==> src/rtl/reg_file_wb.sv <==
// Architectural register file for the RV32I single-cycle core: write-back capture into rd,
// three independent combinational read ports, a registered a0 mirror and a commit counter.
module reg_file_wb #(
  parameter int DATA_WIDTH = 32,
  parameter int ADDR_WIDTH = 5,
  parameter int BYPASS     = 0,
  parameter int CNT_WIDTH  = 32
) (
  input  logic                  clk,
  input  logic                  rst_n,
  input  logic                  reg_write,
  input  logic [ADDR_WIDTH-1:0] rd_addr,
  input  logic [DATA_WIDTH-1:0] result,
  input  logic [ADDR_WIDTH-1:0] rs1_addr,
  input  logic [ADDR_WIDTH-1:0] rs2_addr,
  output logic [DATA_WIDTH-1:0] rd1,
  output logic [DATA_WIDTH-1:0] rd2,
  input  logic [ADDR_WIDTH-1:0] dbg_addr,
  output logic [DATA_WIDTH-1:0] dbg_data,
  output logic [DATA_WIDTH-1:0] a0,
  output logic [CNT_WIDTH-1:0]  wr_count,
  output logic                  x0_wr_seen
);
  localparam int NREG   = 2**ADDR_WIDTH;
  localparam int NPORTS = 3;

  logic [NREG-1:0][DATA_WIDTH-1:0]   regs_q, regs_d;
  logic [DATA_WIDTH-1:0]             a0_q, a0_d;
  logic [CNT_WIDTH-1:0]              wr_count_q, wr_count_d;
  logic                              x0_wr_seen_q, x0_wr_seen_d;
  logic                              we;
  logic [NPORTS-1:0][ADDR_WIDTH-1:0] raddr;
  logic [NPORTS-1:0][DATA_WIDTH-1:0] rdata;

  // x0 writes are legal no-ops; only non-zero destinations commit.
  assign we = reg_write && (rd_addr != '0);

  always_comb begin
    regs_d = regs_q;
    if (we) regs_d[rd_addr] = result;
    regs_d[0]    = '0;
    wr_count_d   = we ? wr_count_q + CNT_WIDTH'(1) : wr_count_q;
    a0_d         = (we && rd_addr == ADDR_WIDTH'(10)) ? result : a0_q;
    x0_wr_seen_d = x0_wr_seen_q | (reg_write && rd_addr == '0);
  end

  always_ff @(posedge clk or negedge rst_n) begin
    if (!rst_n) begin
      regs_q       <= '0;
      a0_q         <= '0;
      wr_count_q   <= '0;
      x0_wr_seen_q <= 1'b0;
    end else begin
      regs_q       <= regs_d;
      a0_q         <= a0_d;
      wr_count_q   <= wr_count_d;
      x0_wr_seen_q <= x0_wr_seen_d;
    end
  end

  assign raddr = {dbg_addr, rs2_addr, rs1_addr};

  // Forwarding only matters for committing writes, so x0 still reads zero with BYPASS=1.
  always_comb begin
    for (int p = 0; p < NPORTS; p++) begin
      rdata[p] = regs_q[raddr[p]];
      if (BYPASS != 0 && we && raddr[p] == rd_addr) rdata[p] = result;
      if (!rst_n) rdata[p] = '0;
    end
  end

  assign rd1        = rdata[0];
  assign rd2        = rdata[1];
  assign dbg_data   = rdata[2];
  assign a0         = a0_q;
  assign wr_count   = wr_count_q;
  assign x0_wr_seen = x0_wr_seen_q;
endmodule

==> config.mk <==
export PLATFORM = sky130hd
export DESIGN_NAME = reg_file_wb
export DESIGN_NICKNAME = d
export VERILOG_FILES = /design/src/rtl/reg_file_wb.sv
export SDC_FILE = /design/constraint.sdc
export NUM_CORES = 2
export LEC_CHECK = 0
export ABC_AREA = 1
export CAP_MARGIN = 20
export CELL_PAD_IN_SITES_DETAIL_PLACEMENT = 1
export CELL_PAD_IN_SITES_GLOBAL_PLACEMENT = 2
export CORE_AREA = 8 8 640 327
export DETAILED_ROUTE_END_ITERATION = 6
export DIE_AREA = 0 0 648 335
export PLACE_DENSITY = 0.78
export SLEW_MARGIN = 20
export SYNTH_ARGS = -nofsm -noshare
export SYNTH_HDL_FRONTEND = slang
export SYNTH_SLANG_ARGS = --single-unit
export TNS_END_PERCENT = 30
==> constraint.sdc <==
create_clock -name clk -period 1.8 [get_ports clk]
set_input_delay 0.18 -clock clk [delete_from_list [all_inputs] [get_ports clk]]
set_output_delay 0.18 -clock clk [all_outputs]
set_load 0.005 [all_outputs]
# --- Yosys cells after proc, flatten, opt, wreduce, memory -nomap -nowiden ---
# Cells that the tools add are included.
word_totals:
  input_bits: 55
  word_cells: 60
  reg_bits: 1057
  out_inout_bits: 161
classes:
  n_lt_le_gt_ge: 5
  n_mux: 12
  reduce_logical: 6
  bitwise: 1
  addsub: 1
  eq_ne: 1
ops:
  columns: ["op", "count"]
  rows:
  - ["$bwmux 1024", 1]
  - ["$bmux 32 s5", 3]
  - ["$mux 32", 7]
  - ["$demux 32 s5", 1]
  - ["$add 32x1->32 const B", 1]
  - ["$lt 5x6->1 const B", 4]
  - ["$eq 5x4->1 const B", 1]
  - ["$ge 5x1->1 const B", 1]
  - ["$logic_not 5->1", 1]
  - ["$reduce_bool 5->1", 1]
  - ["$logic_and 1x1->1", 4]
  - ["$or 1x1->1", 1]

# --- Depth between registers and ports, before layout ---
logic_depth:
  depth_word: 5
  mapped_depth: 12
  mapped_depth_nobuf: 9

# --- Worst setup path before layout ---
# No wires, ideal clock.
synth_path:
  path_type: "input-to-output"
  from: "in rs1_addr[0]"
  to: "out rd1[12]"
  cell_stages: 12
  t_required_ns: 1.620
  n_path_buf: 4
  setup_slack_ns: 0.086
  arrival_time_ns: 1.534
  cell_sequence: "buf_2 -> inv_1 -> clkbuf_1 -> buf_2 -> buf_1 -> nand2_1 -> nand3_1 -> nand3_1 -> nand3_1 -> nand3_1 -> nand2_1 -> nor2_1"
synth_via:
  elab_chain_cells: 3
synth_rtl:
  columns: ["item", "line", "rtl"]
  rows:
  - ["from (decl)", "14", "input logic [ADDR_WIDTH-1:0] rs1_addr,"]
  - ["$bmux 32 s5", "66", "rdata[p] = regs_q[raddr[p]];"]
  - ["$mux 32 (not written as such)", "66", null]
  - ["$mux 32", "68", "if (!rst_n) rdata[p] = '0;"]
  - ["to (decl)", "16", "output logic [DATA_WIDTH-1:0] rd1,"]
# Every way passes these cells. The select of a mux whose other input is x is not followed.

# --- Final worst setup path ---
layout_path:
  from: "reg regs_q[156] (netlist bit)"
  to: "out rd1[28]"
layout_via:
  elab_chain_cells: 3
layout_rtl:
  columns: ["item", "line", "rtl"]
  rows:
  - ["from (decl)", "27", "logic [NREG-1:0][DATA_WIDTH-1:0] regs_q, regs_d;"]
  - ["from (signal assigned)", "54", "regs_q <= regs_d;"]
  - ["$bmux 32 s5", "66", null]
  - ["$mux 32 (not written as such)", "66", null]
  - ["$mux 32", "68", null]
# Every way passes these cells. The select of a mux whose other input is x is not followed.

==> impl_results.html <==
<table>
<tr><th>Metric</th><th>Value</th></tr>
<tr><th colspan="2">Run status</th></tr>
<tr><td>Status</td><td>complete, but fails checks</td></tr>
<tr><td>Violated checks</td><td>DRC, setup timing</td></tr>
<tr><th colspan="2">Clock network</th></tr>
<tr><td>Latest clock arrival within the worst-skew pair</td><td>approximately 760 ps</td></tr>
<tr><td>Clock tree from TritonCTS</td><td>built</td></tr>
<tr><td>Number of buffers added by the clock tree synthesis step</td><td>around 110</td></tr>
<tr><td>Maximum buffer depth of the clock tree</td><td>3</td></tr>
<tr><td>H-tree depth</td><td>3</td></tr>
<tr><td>CTS Root Buffer Type</td><td>sky130_fd_sc_hd__clkbuf_16</td></tr>
<tr><td>Clock Sinks</td><td>~1100</td></tr>
<tr><td>Reg clk slew, reported paths</td><td>about 70 ps</td></tr>
<tr><th colspan="2">Setup path</th></tr>
<tr><td>Kind of end point of the critical path</td><td>output port</td></tr>
<tr><td>Classification of the worst setup path</td><td>reg -&gt; out</td></tr>
<tr><td>Element type at the critical path start</td><td>register</td></tr>
<tr><td>Data arrival, critical path</td><td>roughly 2300 ps</td></tr>
<tr><td>CP max FO</td><td>4</td></tr>
<tr><td>Required time at the worst-slack endpoint</td><td>between 1500 and 2000 ps</td></tr>
<tr><th colspan="2">Flow run</th></tr>
<tr><td>MaxCap Viol Count</td><td>0</td></tr>
<tr><th colspan="2">Drt</th></tr>
<tr><td>Total iterations of the first detailed-routing run</td><td>7</td></tr>
<tr><td>Routed via count</td><td>around 86000</td></tr>
<tr><td>Initial DRC Count</td><td>approximately 10000</td></tr>
<tr><td>WL final</td><td>~410000 um</td></tr>
<tr><td>Final routed wire length divided by cell count</td><td>27.79 um</td></tr>
<tr><td>Antenna-violating nets left</td><td>0</td></tr>
<tr><td>Per-cell via count in the routed design</td><td>slightly below 6</td></tr>
<tr><td>DRC violations left</td><td>2</td></tr>
<tr><th colspan="2">Synth</th></tr>
<tr><td>YS warnings</td><td>0</td></tr>
<tr><td>Fraction of the yosys area taken by sequential cells</td><td>0.3798</td></tr>
<tr><td>Synthesized netlist net count</td><td>approximately 11000</td></tr>
<tr><td>Syn Std Cell Area</td><td>69650 sq um</td></tr>
<tr><td>Mean Syn Cell Area</td><td>between 6 and 7 sq um</td></tr>
<tr><td>Unique cell type count in the Yosys netlist</td><td>27</td></tr>
<tr><td>Number of cells produced by synthesis</td><td>about 11000</td></tr>
<tr><td>Number of register bits inferred by synthesis</td><td>1057</td></tr>
<tr><th colspan="2">Floorplanning</th></tr>
<tr><td>IO Count</td><td>216</td></tr>
<tr><td>Row count</td><td>117</td></tr>
<tr><td>Floorplan die height</td><td>335 um</td></tr>
<tr><td>Die width</td><td>648 um</td></tr>
<tr><td>Core Footprint</td><td>roughly 200000 sq um</td></tr>
<tr><td>Area enclosed by the die boundary</td><td>217100 sq um</td></tr>
<tr><td>Starting utilization of the core area</td><td>0.3465</td></tr>
<tr><th colspan="2">STA</th></tr>
<tr><td>Ratio of final minimum period to clock period</td><td>1.367</td></tr>
<tr><td>Number of setup violations in the final report</td><td>about 170</td></tr>
<tr><td>Smallest setup slack after layout</td><td>-661.3 ps</td></tr>
<tr><td>Worst slew pin tran</td><td>approximately 1000 ps</td></tr>
<tr><td>RSZ-0062 raised after global routing</td><td>true</td></tr>
<tr><td>Min Hold Slack</td><td>44.61 ps</td></tr>
<tr><td>Total Neg Setup Slack</td><td>-55290 ps</td></tr>
<tr><td>Final hold violation count</td><td>0</td></tr>
<tr><td>Slew Limit Headroom</td><td>0.3241</td></tr>
<tr><td>Number of pins exceeding their max-slew limit in the final report</td><td>0</td></tr>
<tr><td>Final clock skew</td><td>10.32 ps</td></tr>
<tr><td>FMAX</td><td>around 410 MHz</td></tr>
<tr><td>Post-layout min period</td><td>approximately 2500 ps</td></tr>
<tr><th colspan="2">Final layout</th></tr>
<tr><td>Area overhead of the layout relative to synthesis</td><td>34.60%</td></tr>
<tr><td>Fraction of final layout cells with drive strength greater than 1</td><td>0.2269</td></tr>
<tr><td>Final nets</td><td>around 12000</td></tr>
<tr><td>Share of the core filled with cells</td><td>0.4665</td></tr>
<tr><td>Non-filler cells in the finished layout</td><td>between 10000 and 15000</td></tr>
<tr><td>Final standard cell area without fillers</td><td>approximately 94000 sq um</td></tr>
<tr><th colspan="2">Global route</th></tr>
<tr><td>Number of antenna violations at the first check in global routing</td><td>7</td></tr>
<tr><td>Maximum number of pins on one net before global-route repair</td><td>a little over 80</td></tr>
<tr><td>Total overflow reported by the global router</td><td>0</td></tr>
<tr><td>Number of global-route vias before repair</td><td>roughly 86000</td></tr>
<tr><td>Global-route wire length before repair</td><td>595900 um</td></tr>
<tr><td>Total global routing track utilization</td><td>0.3631</td></tr>
<tr><th colspan="2">Placed design</th></tr>
<tr><td>Cell area after placement</td><td>between 80000 and 90000 sq um</td></tr>
<tr><td>Placer's final routability congestion estimate</td><td>0.9348</td></tr>
<tr><td>Detailed Place HPWL</td><td>approximately 280000 um</td></tr>
<tr><td>Instance count after placement with tap cells included</td><td>~14000</td></tr>
<tr><td>Port buffer count</td><td>approximately 220</td></tr>
<tr><th colspan="2">Pwr</th></tr>
<tr><td>PD cells</td><td>roughly 930 nW/um^2</td></tr>
<tr><td>Worst IR drop on VDD</td><td>a little over 0.0008 V</td></tr>
<tr><td>Leakage power of the design</td><td>~47 nW</td></tr>
<tr><th colspan="2">Min path</th></tr>
<tr><td>Tightest Hold Check Type</td><td>in -&gt; async</td></tr>
</table>
[cells in the final DEF (no fill, tap or decap), types with 29 or more instances in the layout]
cell / instances
sky130_fd_sc_hd__nand2_4: 41
sky130_fd_sc_hd__buf_2: 52
sky130_fd_sc_hd__inv_1: 658
sky130_fd_sc_hd__o21ai_0: 819
sky130_fd_sc_hd__clkbuf_16: 113
sky130_fd_sc_hd__nor2_4: 90
sky130_fd_sc_hd__nor2_1: 72
sky130_fd_sc_hd__dfrtp_1: 1052
sky130_fd_sc_hd__nand3_4: 29
sky130_fd_sc_hd__buf_6: 82
sky130_fd_sc_hd__nand3_2: 313
sky130_fd_sc_hd__nor2_2: 72
sky130_fd_sc_hd__nand2_2: 120
sky130_fd_sc_hd__buf_4: 975
sky130_fd_sc_hd__inv_2: 334
sky130_fd_sc_hd__buf_12: 355
sky130_fd_sc_hd__nand3_1: 2170
sky130_fd_sc_hd__clkdlybuf4s50_1: 103
sky130_fd_sc_hd__o211ai_1: 192
sky130_fd_sc_hd__nand2_1: 3907
sky130_fd_sc_hd__o21ai_1: 208
[synthesized netlist by cell type]
library cell | n | area share
sky130_fd_sc_hd__nand3_1 | 2512 | 0.18
sky130_fd_sc_hd__o211ai_1 | 192 | 0.021
sky130_fd_sc_hd__nor2_4 | 3 | 0.00048
sky130_fd_sc_hd__dfrtp_1 | 1057 | 0.38
sky130_fd_sc_hd__ha_1 | 1 | 0.00018
sky130_fd_sc_hd__clkbuf_1 | 714 | 0.038
sky130_fd_sc_hd__or2_2 | 25 | 0.0022
sky130_fd_sc_hd__buf_1 | 120 | 0.0065
sky130_fd_sc_hd__nand3b_1 | 6 | 0.00065
sky130_fd_sc_hd__buf_2 | 57 | 0.0041
sky130_fd_sc_hd__nor3_2 | 6 | 0.00086
sky130_fd_sc_hd__nand4_1 | 6 | 0.00054
sky130_fd_sc_hd__nor4_1 | 2 | 0.00018
sky130_fd_sc_hd__nor4_4 | 2 | 0.00061
sky130_fd_sc_hd__inv_2 | 18 | 0.00097
sky130_fd_sc_hd__xor2_1 | 11 | 0.0014
sky130_fd_sc_hd__nor2_1 | 230 | 0.012
sky130_fd_sc_hd__xnor2_1 | 9 | 0.0011
sky130_fd_sc_hd__nand2_1 | 4067 | 0.22
sky130_fd_sc_hd__nor3_1 | 15 | 0.0011
sky130_fd_sc_hd__o21bai_1 | 2 | 0.00022
sky130_fd_sc_hd__buf_4 | 6 | 0.00065
sky130_fd_sc_hd__o21ai_0 | 819 | 0.059
sky130_fd_sc_hd__nand2_2 | 1 | 0.000090
sky130_fd_sc_hd__nor2_2 | 1 | 0.000090
sky130_fd_sc_hd__inv_1 | 989 | 0.053
sky130_fd_sc_hd__o21ai_1 | 208 | 0.015
[state kept, by name, indices dropped and copies added (netlist names)]
| signal | cells |
|---|---|
| wr_count | 32 |
| regs_q | 992 |
| a0 | 32 |
| x0_wr_seen | 1 |
[critical path, stage by stage (launching register included)]
cell and delay (ps):
sky130_fd_sc_hd__dfrtp_1 430, sky130_fd_sc_hd__buf_6 140, sky130_fd_sc_hd__o211ai_1 190, sky130_fd_sc_hd__nand3_1 170, sky130_fd_sc_hd__nand3_2 110, sky130_fd_sc_hd__buf_6 150, sky130_fd_sc_hd__nand2_4 60, sky130_fd_sc_hd__nor2_4 120
sky130_fd_sc_hd__nor2_4 50, sky130_fd_sc_hd__buf_6 110
[final timing paths]
kind,cells past startpoint,end,slack [ps],from
min,5,regs_q[685]$_DFFE_PN0P_,40,rst_n
max reg2reg,10,wr_count[28]$_DFFE_PN0P_,-170,wr_count[11]$_DFFE_PN0P_
min reg2reg,2,regs_q[770]$_DFFE_PN0P_,490,regs_q[770]$_DFFE_PN0P_
min in group clk,4,regs_q[929]$_DFFE_PN0P_,170,result[1]
max in group asynchronous,6,regs_q[999]$_DFFE_PN0P_,500,rst_n
max,9,rd1[28],-660,regs_q[156]$_DFFE_PN0P_
[stage by stage]
step	power [mW]	setup slack (ps)
global route	91.51	-746.9
global placement	57.34	-889.7
detailed placement	58.51	-858.8
CTS	85.59	-667.1
floorplan	45.09	85.97
finish	87.32	-661.3
[logic make-up after synthesis]
group / synth area share
XOR/XNOR: 0.002515
buffers and inverters: 0.1040
flip-flops: 0.3798
adder cells (fa/ha/maj): 0.0001796
AO/OA/AOI/OAI: 0.09470
AND/OR/NAND/NOR: 0.4189
[routing by layer]
layer	global-route usage	part of all wire
met1	0.5379	0.45
met2	0.5097	0.40
met3	0.08696	0.11
met4	0.1254	0.039
met5	0	0
[repair_timing]
item | CTS | global route
pin swaps | 321 | 289
resized for setup | 1021 | 529
buffers inserted | 91 | 67
endpoints found under the hold margin | 454 | 0
setup endpoints to repair | 165 | 178
hold buffers | 7 | 0
[final cells by class]
cell class	count	area, sq um
sequential	1057	26460
multi-input combinational	8118	39360
timing repair buffer	1594	16950
inverter	1007	3855
clock buffer	152	3194
fill	25180	107200
tap	2677	3349
antenna	3	7.507
clock inverter	44	575.6
[power breakdown]
part           switching, mW  leakage [nW]  total (mW)  internal [mW]
logic                   18.8          31.5        30.4           11.6
clock network           11.4          1.85        25.6           14.2
registers               3.04          13.3        31.4           28.3
(Power assumes the default switching activity.)
